--- config.mk ---
export PLATFORM = sky130hd
export DESIGN_NAME = a2d_sched
export DESIGN_NICKNAME = d
export VERILOG_FILES = /design/src/rtl/a2d_sched_pkg.sv /design/src/rtl/a2d_sched_timer.sv /design/src/rtl/a2d_sched.sv
export SDC_FILE = /design/constraint.sdc
export NUM_CORES = 1
export LEC_CHECK = 0
export ABC_CLOCK_PERIOD_IN_PS = 2600
export CAP_MARGIN = 20
export CORE_ASPECT_RATIO = 0.6
export CORE_MARGIN = 10
export CORE_UTILIZATION = 30
export DETAILED_ROUTE_END_ITERATION = 8
export PLACE_DENSITY_LB_ADDON = 0.05
export SKIP_LAST_GASP = 1
export SLEW_MARGIN = 0
export SYNTH_ARGS = -nofsm -noshare
export SYNTH_HDL_FRONTEND = slang
export SYNTH_SLANG_ARGS = --single-unit
--- constraint.sdc ---
create_clock -name clk -period 2.6 [get_ports clk]
set_input_delay 0.52 -clock clk [delete_from_list [all_inputs] [get_ports clk]]
set_output_delay 0.52 -clock clk [all_outputs]
set_load 0.01 [all_outputs]
--- src/rtl/a2d_sched_pkg.sv ---
// Shared types and defaults for the A2D sweep scheduler.
package a2d_sched_pkg;

    typedef enum logic [2:0] {
        IDLE     = 3'd0,
        SETTLE   = 3'd1,
        CONV     = 3'd2,
        WAIT_CNV = 3'd3,
        PID      = 3'd4,
        WAIT_PID = 3'd5
    } state_t;

    localparam int RES_W          = 12;
    localparam int DEF_SETTLE_CYC = 4096;
    localparam int DEF_TMO_CYC    = 65536;

endpackage

--- src/rtl/a2d_sched_timer.sv ---
// Clearable up-counter with a terminal-count flag at LIMIT-1; holds at terminal count.
module sched_timer #(
    parameter int LIMIT = 16
) (
    input  logic clk,
    input  logic i_srst,
    input  logic i_clr,
    input  logic i_en,
    output logic o_tc
);
    localparam int            CW     = (LIMIT > 1) ? $clog2(LIMIT) : 1;
    localparam logic [CW-1:0] TC_VAL = CW'(LIMIT - 1);

    logic [CW-1:0] r_cnt;

    always_ff @(posedge clk) begin
        if (i_srst || i_clr) begin
            r_cnt <= '0;
        end else if (i_en && (r_cnt != TC_VAL)) begin
            r_cnt <= r_cnt + 1'b1;
        end
    end

    assign o_tc = (r_cnt == TC_VAL);

endmodule

--- src/rtl/a2d_sched.sv ---
// Sweeps the shared SPI A2D over the IR sensor channels and kicks one PID run per sweep.
// Optional conversion watchdog is built when SCHED_TMO_EN is defined.
module a2d_sched
    import a2d_sched_pkg::*;
#(
    parameter int NUM_CH     = 8,
    parameter int CH_W       = 3,
    parameter int SETTLE_CYC = DEF_SETTLE_CYC,
    parameter int TMO_CYC    = DEF_TMO_CYC
) (
    input  logic             clk,
    input  logic             rst,
    input  logic             go,
    output logic             strt_cnv,
    output logic [CH_W-1:0]  chnnl,
    input  logic             cnv_cmplt,
    input  logic [RES_W-1:0] res,
    output logic             IR_en,
    output logic             sens_wr,
    output logic [CH_W-1:0]  sens_idx,
    output logic [RES_W-1:0] sens_data,
    output logic             pid_strt,
    input  logic             pid_done,
    output logic             busy,
    output logic             err
);
    localparam logic [CH_W-1:0] LAST_CH = CH_W'(NUM_CH - 1);

    state_t           r_state, w_state_next;
    logic [CH_W-1:0]  r_ch, w_ch_next;
    logic             r_strt_cnv, w_strt_cnv_next;
    logic [CH_W-1:0]  r_chnnl, w_chnnl_next;
    logic             r_ir_en, w_ir_en_next;
    logic             r_sens_wr, w_sens_wr_next;
    logic [CH_W-1:0]  r_sens_idx, w_sens_idx_next;
    logic [RES_W-1:0] r_sens_data, w_sens_data_next;
    logic             r_pid_strt, w_pid_strt_next;
    logic             r_busy, w_busy_next;
    logic             w_settle_done;
    logic             w_tmo;
    logic             w_err;

    sched_timer #(.LIMIT(SETTLE_CYC)) u_settle (
        .clk    (clk),
        .i_srst (rst),
        .i_clr  (r_state != SETTLE),
        .i_en   (r_state == SETTLE),
        .o_tc   (w_settle_done)
    );

`ifdef SCHED_TMO_EN
    logic r_err;
    logic w_wdog_tc;

    sched_timer #(.LIMIT(TMO_CYC)) u_wdog (
        .clk    (clk),
        .i_srst (rst),
        .i_clr  ((r_state != WAIT_CNV) || cnv_cmplt),
        .i_en   (1'b1),
        .o_tc   (w_wdog_tc)
    );

    // A completion arriving on the terminal cycle still wins over the timeout.
    assign w_tmo = (r_state == WAIT_CNV) && !cnv_cmplt && w_wdog_tc;

    always_ff @(posedge clk) begin
        if (rst) begin
            r_err <= 1'b0;
        end else if (w_tmo) begin
            r_err <= 1'b1;
        end
    end

    assign w_err = r_err;
`else
    assign w_tmo = 1'b0;
    assign w_err = 1'b0;
`endif

    always_ff @(posedge clk) begin
        if (rst) begin
            r_state     <= IDLE;
            r_ch        <= '0;
            r_strt_cnv  <= 1'b0;
            r_chnnl     <= '0;
            r_ir_en     <= 1'b0;
            r_sens_wr   <= 1'b0;
            r_sens_idx  <= '0;
            r_sens_data <= '0;
            r_pid_strt  <= 1'b0;
            r_busy      <= 1'b0;
        end else begin
            r_state     <= w_state_next;
            r_ch        <= w_ch_next;
            r_strt_cnv  <= w_strt_cnv_next;
            r_chnnl     <= w_chnnl_next;
            r_ir_en     <= w_ir_en_next;
            r_sens_wr   <= w_sens_wr_next;
            r_sens_idx  <= w_sens_idx_next;
            r_sens_data <= w_sens_data_next;
            r_pid_strt  <= w_pid_strt_next;
            r_busy      <= w_busy_next;
        end
    end

    always_comb begin
        w_state_next = r_state;
        w_ch_next    = r_ch;
        unique case (r_state)
            IDLE: begin
                if (go && !w_err) w_state_next = SETTLE;
            end
            SETTLE: begin
                if (!go) begin
                    w_state_next = IDLE;
                end else if (w_settle_done) begin
                    w_state_next = CONV;
                    w_ch_next    = '0;
                end
            end
            CONV: begin
                w_state_next = WAIT_CNV;
            end
            WAIT_CNV: begin
                if (cnv_cmplt) begin
                    if (!go) begin
                        w_state_next = IDLE;
                    end else if (r_ch == LAST_CH) begin
                        w_state_next = PID;
                    end else begin
                        w_state_next = CONV;
                        w_ch_next    = r_ch + 1'b1;
                    end
                end else if (w_tmo) begin
                    w_state_next = IDLE;
                end
            end
            PID: begin
                w_state_next = WAIT_PID;
            end
            WAIT_PID: begin
                if (pid_done) begin
                    if (go) begin
                        w_state_next = CONV;
                        w_ch_next    = '0;
                    end else begin
                        w_state_next = IDLE;
                    end
                end
            end
            default: begin
                w_state_next = IDLE;
            end
        endcase
    end

    // Outputs are registered from the next state so each pulse lines up with its state.
    always_comb begin
        w_strt_cnv_next  = (w_state_next == CONV);
        w_chnnl_next     = (w_state_next == CONV) ? w_ch_next : r_chnnl;
        w_ir_en_next     = (w_state_next != IDLE);
        w_busy_next      = (w_state_next != IDLE);
        w_pid_strt_next  = (w_state_next == PID);
        w_sens_wr_next   = (r_state == WAIT_CNV) && cnv_cmplt;
        w_sens_idx_next  = w_sens_wr_next ? r_ch : r_sens_idx;
        w_sens_data_next = w_sens_wr_next ? res  : r_sens_data;
    end

    assign strt_cnv  = r_strt_cnv;
    assign chnnl     = r_chnnl;
    assign IR_en     = r_ir_en;
    assign sens_wr   = r_sens_wr;
    assign sens_idx  = r_sens_idx;
    assign sens_data = r_sens_data;
    assign pid_strt  = r_pid_strt;
    assign busy      = r_busy;
    assign err       = w_err;

endmodule

* Word level (Yosys, flattened, before mapping)
Index checks and enable logic that the tools add are counted.
** Word-level totals
- Logic and storage cells :: 45
- Input bits :: 17
- Output and inout bits :: 24
- Flip-flop bits (word level) :: 40
** Cells by class
- Eq/ne operators :: 11
- Add/subtract/negate cells :: 2
- Reduce and logical (&&, ||, !) cells :: 5
- Multiplexer cells :: 17
** Operators with widths (number)
- $mux 3 :: 14
- $pmux 3 s6 :: 1
- $add 12x1->12 const B :: 1
- $eq 12x12->1 const B :: 1
- $eq 3x3->1 const B :: 4
- $ne 12x12->1 const B :: 1
- $eq 3x2->1 const B :: 3
- $pmux 3 s3 :: 1
- $add 3x1->3 const B :: 1
- $eq 3x1->1 const B :: 1
- $logic_not 3->1 :: 1
- $ne 3x1->1 const B :: 1
- $reduce_bool 3->1 :: 1
- $logic_and 1x1->1 :: 2
- $mux 2 :: 1
- $logic_or 1x1->1 :: 1

* Longest topological paths before layout
Gate-level depths: netlist of run 1.
- Depth after elaboration :: 6
- Gate-level depth with buffers :: 7
- Gate-level depth less buffers :: 6

* Cells and area by module
Synthesis of run 1 repeated with hierarchy kept, for this count alone.
** Second synthesis, totals
- Cell total of the unflattened synthesis :: 213
- Area, all modules :: 1804.2 sq um
** Modules (own cells, without submodules)
- a2d_sched :: instances 1, sequential area each 560.5 sq um, cells an instance 140, area an instance 1186.1 sq um
- sched_timer :: instances 1, sequential area each 240.2 sq um, cells an instance 73, area an instance 618.1 sq um

* Least setup slack after synthesis of run 1
No wires, ideal clock.
- Kind :: reg-to-reg
- Start point :: reg u_settle.r_cnt[0]
- End point :: reg r_chnnl[2] (netlist: chnnl[2])
- Slack :: 0.760 ns
- Data required time :: 2.479 ns
- Cell stages (with the launch flop) :: 7
- Path buffers :: 0
- Library setup time :: 0.121 ns
- Arrival :: 1.718 ns
- Period minus slack after synthesis :: 1.840 ns
- Cells stage by stage :: dfxtp_1 ha_1 nand4_1 nor3_2 a311oi_4 nor2b_2 mux2_4
** On the way
- Cells in the longest elaborated chain, start to end :: 5
- Elaborated cells on any way between the ends :: 8
- Those cells by class :: eq/ne: 2; mux: 6
** RTL lines
- start: declaration :: line a2d_sched_timer.sv:14 : logic [CW-1:0] r_cnt;
- start signal: assignment :: line a2d_sched_timer.sv:20 : r_cnt <= r_cnt + 1'b1;
- $eq 12x12->1 (*) :: line a2d_sched_timer.sv:24 : assign o_tc = (r_cnt == TC_VAL);
- $mux 3 :: line a2d_sched.sv:116 : end else if (w_settle_done) begin
- $mux 3 :: line a2d_sched.sv:114 : if (!go) begin
- $pmux 3 s6 :: line a2d_sched.sv:109 : unique case (r_state)
- $eq 3x2->1 :: line a2d_sched.sv:160 : w_chnnl_next = (w_state_next == CONV) ? w_ch_next : r_chnnl;
- end signal: assignment :: line a2d_sched.sv:96 : r_chnnl <= w_chnnl_next;
- end: declaration :: line a2d_sched.sv:32 : logic [CH_W-1:0] r_chnnl, w_chnnl_next;
Every way passes the cells marked *; elsewhere a longest branch is shown, timed or not.
A chain may end at the register's enable or synchronous reset.

* Worst setup path after layout of run 1
Same ends and word-level chain as after synthesis.

==> impl_summary.txt, run 1 <==
----------------------------------------------------
[Die]
  Die Y ... approximately 80 um
  Initial cell density of the core ... 31.05%
  Core Box Area ... roughly 5600 sq um
  Standard-cell row count ... 21
  Total I/O pin count ... 41
  Die Footprint ... a little over 9000 sq um
  Die width ... 118.3 um

[STA]
  Hold violation count in the final report ... 0
  Final period demand of the worst path ... 2.124 ns
  Slew HR ... about 59%
  Setup tns final ... 0 ns
  Number of endpoints failing setup at the final stage ... 0
  Final cycle utilization of the critical path ... 81.69%
  Least-Margin Pin Slew ... 0.6139 ns
  FMAX ... 470.8 MHz
  Final number of max-transition violations ... 0
  Setup repair after global routing missed its margin ... false
  Worst setup skew after layout ... between 0.0015 and 0.002 ns

[Place]
  Final estimated routing congestion in global placement ... 0.7574
  Sum of net half-perimeters after detailed placement ... 3265 um
  Placed standard-cell area ... about 2200 sq um
  Number of buffers inserted by port buffering ... 39

[Yosys]
  Count of mapped cells out of synthesis ... between 200 and 250
  Cell area after synthesis ... 1738 sq um
  Syn nets ... 221
  Warnings, synthesis ... 0
  Share of synthesized area occupied by flip-flops and latches ... 46.08%
  Ys flop type ... sky130_fd_sc_hd__dfxtp_1
  Library cells used by synthesis ... 41
  Share of flip-flops with an asynchronous set or reset after synthesis ... 0%
  Synthesized area per cell ... 8.604 sq um
  Number of flops mapped to enable cells by yosys ... 0
  Portion of synthesized cell area occupied by the leading cell type ... 46.08%
  Synth cell count leaders ... sky130_fd_sc_hd__dfxtp_1 (40), sky130_fd_sc_hd__nand2_1 (40), sky130_fd_sc_hd__a21oi_1 (21), sky130_fd_sc_hd__nor2_1 (16)
  Number of register bits inferred by synthesis ... 40
  Library cell occupying the most area in the post-synthesis netlist ... sky130_fd_sc_hd__dfxtp_1
  Top cells by area in the synthesized netlist ... sky130_fd_sc_hd__dfxtp_1 (46%), sky130_fd_sc_hd__nand2_1 (8.6%), sky130_fd_sc_hd__a21oi_1 (6.0%), sky130_fd_sc_hd__xnor2_1 (3.5%), sky130_fd_sc_hd__nor2_1 (3.5%)

[Global route]
  Wire length of the first global-routing pass ... 7196 um
  Via count of the first global-routing pass ... roughly 1400
  Number of antenna violations at the first check in global routing ... 0
  Pin count of the biggest net entering global routing ... 25
  Total congestion overflow ... 0
  GRT Overall Usage ... under 10%

[Route]
  Metal2 WL ... 1552 um
  Mean routed wirelength per cell ... ~14 um
  DR top layer ... met4
  Per-cell via count in the routed design ... 4.596
  Detailed router's first-iteration violation count ... 52
  First-pass iteration count of the detailed router ... 4
  Wire length reported by the detailed router ... 4336 um
  Detailed-route wire length on metal 1 ... 2423 um
  Routed length on met3 ... 302 um
  Total vias in the final route ... 1466
  Number of DRC violations after detailed routing ... 0
  Post-detailed-route count of antenna-violating nets ... 0

[Clock network]
  Clock tree from TritonCTS ... built
  CTS H-tree lvls ... 2
  Clock root cell ... sky130_fd_sc_hd__clkbuf_8
  Clock slew seen by the registers of the worst setup and hold paths ... 0.08 ns
  Post-CTS Repair Setup Buffers ... 0
  Post-cts repair resize count ... 0
  CTS Sinks ... 40
  Clock network latency to the later pin of the worst-skew pair ... 0.29 ns
  CTS Hold Buffers Added ... 0
  Maximum count of clock buffers along a single path ... 2
  Number of buffers inserted during clock tree synthesis ... 5

[Outcome]
  Run status ... finished, final reports clean

[Worst setup path]
  Type of the setup path with the least slack ... reg -> reg
  Max FO, Critical Path ... 6
  Depth of the worst register-to-register path ... 6
  Startpoint type of the worst setup path ... register
  Critical path arrival ... 2.31 ns
  Endpoint class of the critical path ... register
  Data required, critical path ... 2.78 ns

[Job]
  Max_cap viols ... 0

[Power and ir drop]
  Worst supply voltage drop on vdd ... 0.0001798 V
  Pwr/cell area ... 487.5 nW/um^2
  Leakage power ... 0.7383 nW

[Layout]
  Share of post-route cells with drive strength above 1 ... 7.950%
  Area growth from synthesis to layout ... 29.95%
  Final non-filler cell area ... 2258 sq um
  Number of antenna diodes ... 0
  Net count, final ... roughly 260

[Hold path]
  Hold-critical path depth ... 2
  Worst min-delay path class ... reg -> reg

----------------------------------------------------
worst max-delay path, stage by stage (launching register included):
cell and delay [ns]:
sky130_fd_sc_hd__dfxtp_1 0.40, sky130_fd_sc_hd__ha_1 0.22, sky130_fd_sc_hd__nand4_1 0.19, sky130_fd_sc_hd__nor3_2 0.43
sky130_fd_sc_hd__a311oi_4 0.16, sky130_fd_sc_hd__nor2b_2 0.29, sky130_fd_sc_hd__mux2_4 0.32
cells by family (layout without fill, tap and decap cells):
kind of cell	after synthesis	after routing	share of synthesized area (%)
other	1	1	0.2158
muxes	3	3	2.088
xor gates and xnor gates	9	9	4.536
DFF	40	40	46.08
AOI/OAI and AO/OA	34	34	11.88
adders and majority gates	2	2	1.440
buffers and inverters	14	51	5.111
and+or+nand+nor	99	99	28.65
metal layers:
metal | vias to the layer above | track usage, %
met5 | - | 0
met4 | 0 | 3.686
met3 | 5 | 3.672
met2 | 35 | 11.96
met1 | 672 | 13.79
li1 | 754 | -
state kept, by name, indices dropped and copies added, names as in the netlist:
register and cells:
strt_cnv 1, sens_data 12, u_settle.r_cnt 12, busy 1, sens_idx 3, sens_wr 1
pid_strt 1, chnnl 3, r_ch 3, r_state 3
where the power goes:
part	switching (mW)	internal (mW)
Clock	0.214	0.212
Sequential	0.00356	0.614
Combinational	0.0250	0.0323
placed cells by master, fill, tap and decap left out, types with 2 or more instances in the layout:
cell type,n
sky130_fd_sc_hd__a21oi_1,21
sky130_fd_sc_hd__a31oi_1,2
sky130_fd_sc_hd__and3_1,2
sky130_fd_sc_hd__and4_1,2
sky130_fd_sc_hd__buf_4,3
sky130_fd_sc_hd__clkbuf_8,6
sky130_fd_sc_hd__clkdlybuf4s50_1,39
sky130_fd_sc_hd__clkinv_2,2
sky130_fd_sc_hd__dfxtp_1,40
sky130_fd_sc_hd__ha_1,2
sky130_fd_sc_hd__nand2_1,40
sky130_fd_sc_hd__nand2b_1,7
sky130_fd_sc_hd__nand3_1,6
sky130_fd_sc_hd__nand4_1,5
sky130_fd_sc_hd__nor2_1,16
sky130_fd_sc_hd__nor2b_1,4
sky130_fd_sc_hd__nor3_1,2
sky130_fd_sc_hd__nor4_1,3
sky130_fd_sc_hd__o21ai_0,6
sky130_fd_sc_hd__or3_1,3
sky130_fd_sc_hd__xnor2_1,7
sky130_fd_sc_hd__xor2_1,2
cell type report:
cell class / instances / area, sq um
clock buffer: 6 / 82.58
clock inverter: 2 / 10.01
fill: 596 / 3338
inverter: 1 / 3.754
multi-input combinational: 148 / 848.3
sequential: 40 / 800.8
tap: 80 / 100.1
timing repair buffer: 42 / 412.9
through the flow:
stage	util [%]	hold slack (ns)	worst slack [ns]	std cells	power (mW)
2_1_floorplan	-	0.4490	0.7604	202	0.6560
3_3_place_gp	38.70	0.4459	0.2709	311	0.6908
3_5_place_dp	38.70	0.4498	0.2333	311	0.6904
4_1_cts	40.35	0.4608	0.4512	319	1.120
5_1_grt	40.35	0.4764	0.2546	319	1.158
6_report	40.35	0.4547	0.4760	319	1.101
path summary, 6_finish.rpt:
kind,from,to,slack (ns)
max,u_settle.r_cnt[0],chnnl[2],0.48
min,sens_data[7],sens_data[7],0.45
max reg2reg,u_settle.r_cnt[0],chnnl[2],0.48
min reg2reg,sens_data[7],sens_data[7],0.45
Power figures use the tool's default switching activity.
==> run 2, diff against run 1 <==
Settings changed: ABC_CLOCK_PERIOD_IN_PS 2600 to 1870.
Clock period 2.6 ns to 1.87 ns, I/O delays scaled along.
==> run 2 against run 1 <==
- register-to-register slack worse by 0.36 ns
- sequential share of layout area down 2.8 points
- non-clock buffer count grew 22
- worst setup slack worse by 0.38 ns
- critical path depth increased by 1
- combinational power rose by 72%
- highest routed layer unchanged
==> impl_summary.txt, run 2 (same netlist as run 1, synthesis figures left out) <==
----------------------------------------------------
[Power and ir drop]
  Combinational fraction of design power ... 6.3% (was 5.2%)
  Leakage power ... 0.8682 nW (was 0.7383 nW)
  Psw ... 344.9 uW (was 242.4 uW)
  Switching share of total power ... 22.23% (was 22.02%)
  Relative contribution of sequential cells to total power ... 55.3% (was 56.1%)
  Proportion of power drawn by the clock network ... 38.4% (was 38.7%)
  Pwr/cell area ... 632.1 nW/um^2 (was 487.5 nW/um^2)
  Internal power component ... 1.207 mW (was 858.6 uW)
  Worst supply voltage drop on vdd ... 0.0002418 V (was 0.0001798 V)
  Final total power ... 1.552 mW (was 1.101 mW)

[Place]
  Number of buffers inserted by port buffering ... 39 (unchanged)
  Final estimated routing congestion in global placement ... 0.7615 (was 0.7574)
  Dpl cells ... 332 (was 311)
  Sum of net half-perimeters after detailed placement ... 3404 um (was 3265 um)

[Layout]
  Top library cells by usage in the layout, fill and taps aside ... sky130_fd_sc_hd__nand2_1 (40), sky130_fd_sc_hd__dfxtp_1 (40), sky130_fd_sc_hd__clkdlybuf4s50_1 (39) (unchanged)
  End-of-flow core utilization ... 43.86% (was 40.35%)
  Area growth from synthesis to layout ... 41.25% (was 29.95%)
  Net count, final ... 279 (was 257)
  Number of standard cells in the layout, taps in and fillers out ... 341 (was 319)
  Number of antenna diodes ... 0 (unchanged)
  Share of post-route cells with drive strength above 1 ... 17.24% (was 7.950%)

[Hold path]
  Worst min-delay path class ... reg -> reg (unchanged)
  Hold-critical path depth ... 2 (unchanged)

[Route]
  Detailed router's first-iteration violation count ... 44 (was 52)
  Total vias in the final route ... 1526 (was 1466)
  Mean routed wirelength per cell ... 13.28 um (was 13.59 um)
  Post-detailed-route count of antenna-violating nets ... 0 (unchanged)
  Wire length reported by the detailed router ... 4529 um (was 4336 um)
  First-pass iteration count of the detailed router ... 5 (was 4)
  Number of DRC violations after detailed routing ... 0 (unchanged)
  Per-cell via count in the routed design ... 4.475 (was 4.596)

[STA]
  Final number of max-transition violations ... 0 (unchanged)
  Number of endpoints failing setup at the final stage ... 0 (unchanged)
  Worst setup skew after layout ... 0.01087 ns (was 0.001781 ns)
  Hold violation count in the final report ... 0 (unchanged)
  FMAX ... 562.8 MHz
  Setup repair after global routing missed its margin ... false (unchanged)
  Final cycle utilization of the critical path ... between 90% and 100%
  Final period demand of the worst path ... 1.777 ns
  Worst hold-check slack ... 0.4552 ns (was 0.4547 ns)

[Job]
  Max_cap viols ... 0 (unchanged)

[Worst setup path]
  Max FO, Critical Path ... 3 (was 6)
  Startpoint type of the worst setup path ... input pin (was register)
  Endpoint class of the critical path ... register (unchanged)
  Depth of the worst register-to-register path ... 6 (unchanged)
  Longest individual stage delay on the worst path ... 0.48 ns (was 0.43 ns)
  Type of the setup path with the least slack ... in -> reg (was reg -> reg)
  Series of cell instances along the critical path ... clkdlybuf4s50_1 -> buf_4 -> nand2_1 -> o2bb2ai_2 -> a311oi_4 -> nor2_2 -> or3_1 (was ha_1 -> nand4_1 -> nor3_2 -> a311oi_4 -> nor2b_2 -> mux2_4)
  Data required, critical path ... 2.04 ns (was 2.78 ns)
  Critical path arrival ... 1.95 ns (was 2.31 ns)
  Critical-path cell with the highest stage delay ... sky130_fd_sc_hd__clkdlybuf4s50_1 (was sky130_fd_sc_hd__nor3_2)

[Clock network]
  Number of buffers inserted during clock tree synthesis ... 5 (unchanged)
  Clock slew seen by the registers of the worst setup and hold paths ... 0.08 ns (about the same)
  Clock network latency to the later pin of the worst-skew pair ... 0.29 ns (about the same)
  CTS Sinks ... 40 (unchanged)
  Maximum count of clock buffers along a single path ... 2 (unchanged)
  CTS Hold Buffers Added ... 0 (unchanged)
  CTS H-tree lvls ... 2 (unchanged)
  Clock tree from TritonCTS ... built (unchanged)
  Clock root cell ... sky130_fd_sc_hd__clkbuf_8 (unchanged)

[Outcome]
  Run status ... finished, final reports clean (unchanged)

[Die]
  Die width ... 118.3 um (unchanged)
  Standard-cell row count ... 21 (unchanged)
  Die Y ... 78.96 um (unchanged)
  Initial cell density of the core ... 31.05% (unchanged)
  Core Box Area ... 5597 sq um (unchanged)
  Die Footprint ... 9337 sq um (unchanged)
  Total I/O pin count ... 41 (unchanged)

[Global route]
  Via count of the first global-routing pass ... 1405 (was 1362)
  GRT Overall Usage ... 9.835% (was 9.504%)
  Wire length of the first global-routing pass ... 7569 um (was 7196 um)
  Number of antenna violations at the first check in global routing ... 0 (unchanged)
  Total congestion overflow ... 0 (unchanged)
  Pin count of the biggest net entering global routing ... 24 (was 25)

----------------------------------------------------
-- run 2: cell types whose count changed in the layout (fill, tap and decap cells not counted) --
| cell | delta |
|---|---|
| sky130_fd_sc_hd__a31oi_1 | -1 |
| sky130_fd_sc_hd__a31oi_2 | +1 |
| sky130_fd_sc_hd__buf_4 | +22 |
| sky130_fd_sc_hd__ha_1 | -1 |
| sky130_fd_sc_hd__ha_2 | +1 |
| sky130_fd_sc_hd__nor2b_2 | -1 |
| sky130_fd_sc_hd__nor2b_4 | +1 |
| sky130_fd_sc_hd__nor3_2 | -1 |
| sky130_fd_sc_hd__nor3_4 | +1 |
| sky130_fd_sc_hd__o2bb2ai_1 | -1 |
| sky130_fd_sc_hd__o2bb2ai_2 | +1 |
| sky130_fd_sc_hd__o31ai_1 | -1 |
| sky130_fd_sc_hd__o31ai_2 | +1 |
-- run 2: path summary, 6_finish.rpt --
path	slack, ns	from	endpoint
setup / recovery	0.09	cnv_cmplt	busy
hold / removal	0.46	sens_data[8]	sens_data[8]
setup reg to reg	0.12	u_settle.r_cnt[0]	chnnl[2]
hold reg to reg	0.46	sens_data[8]	sens_data[8]
-- run 2: per-layer routing --
| metal | routed length, um | track usage, % |
|---|---|---|
| met1 | 2717 | 15.41 |
| met4 | 40 | 3.686 |
| met2 | 1504 | 10.90 |
| met5 | 0 | 0 |
| met3 | 267 | 3.743 |
-- run 2: layout make-up --
class	count	area, sq um
Inverter	1	3.754
Tap cell	80	100.1
Timing Repair Buffer	64	578.1
Clock buffer	6	82.58
Clock inverter	2	10.01
Sequential cell	40	800.8
Multi-Input combinational cell	148	879.6
Fill cell	578	3142
-- run 2: repair_timing --
item | CTS | global route
gates resized for setup | 0 | 6
setup endpoints to repair | 0 | 14
buffers inserted | 0 | 1
hold endpoints to repair | 0 | 0
-- run 2: metrics by stage --
step / setup slack [ns] / cell area, sq um / TNS [ns]
global placement: -0.1356 / 2323 / -0.8568
CTS: 0.01348 / 2416 / 0
finish: 0.09315 / 2455 / 0
global route: 0.004822 / 2455 / 0
floorplan: 0.03044 / 1738 / 0
detailed placement: -0.1731 / 2323 / -1.084
-- run 2: power groups by stage --
stage / clock network (mW) / logic, mW / registers, mW
detailed placement: 0 / 0.0959 / 0.878
global placement: 0 / 0.0974 / 0.879
floorplan: 0 / 0.0353 / 0.877
global route: 0.656 / 0.107 / 0.859
CTS: 0.619 / 0.0967 / 0.858
finish: 0.595 / 0.0984 / 0.858
-- run 2: worst max-delay path: cells and delay by family --
family                 cells  cell delay, ns
AOI/OAI and AO/OA          2            0.51
buffers and inverters      2            0.60
and+or+nand+nor            3            0.47
==> run 3, diff against run 2 <==
Settings changed: SLEW_MARGIN 0 to 15.
==> results of run 3 <==
Final layout, timing and power as in run 2 (identical DEF).
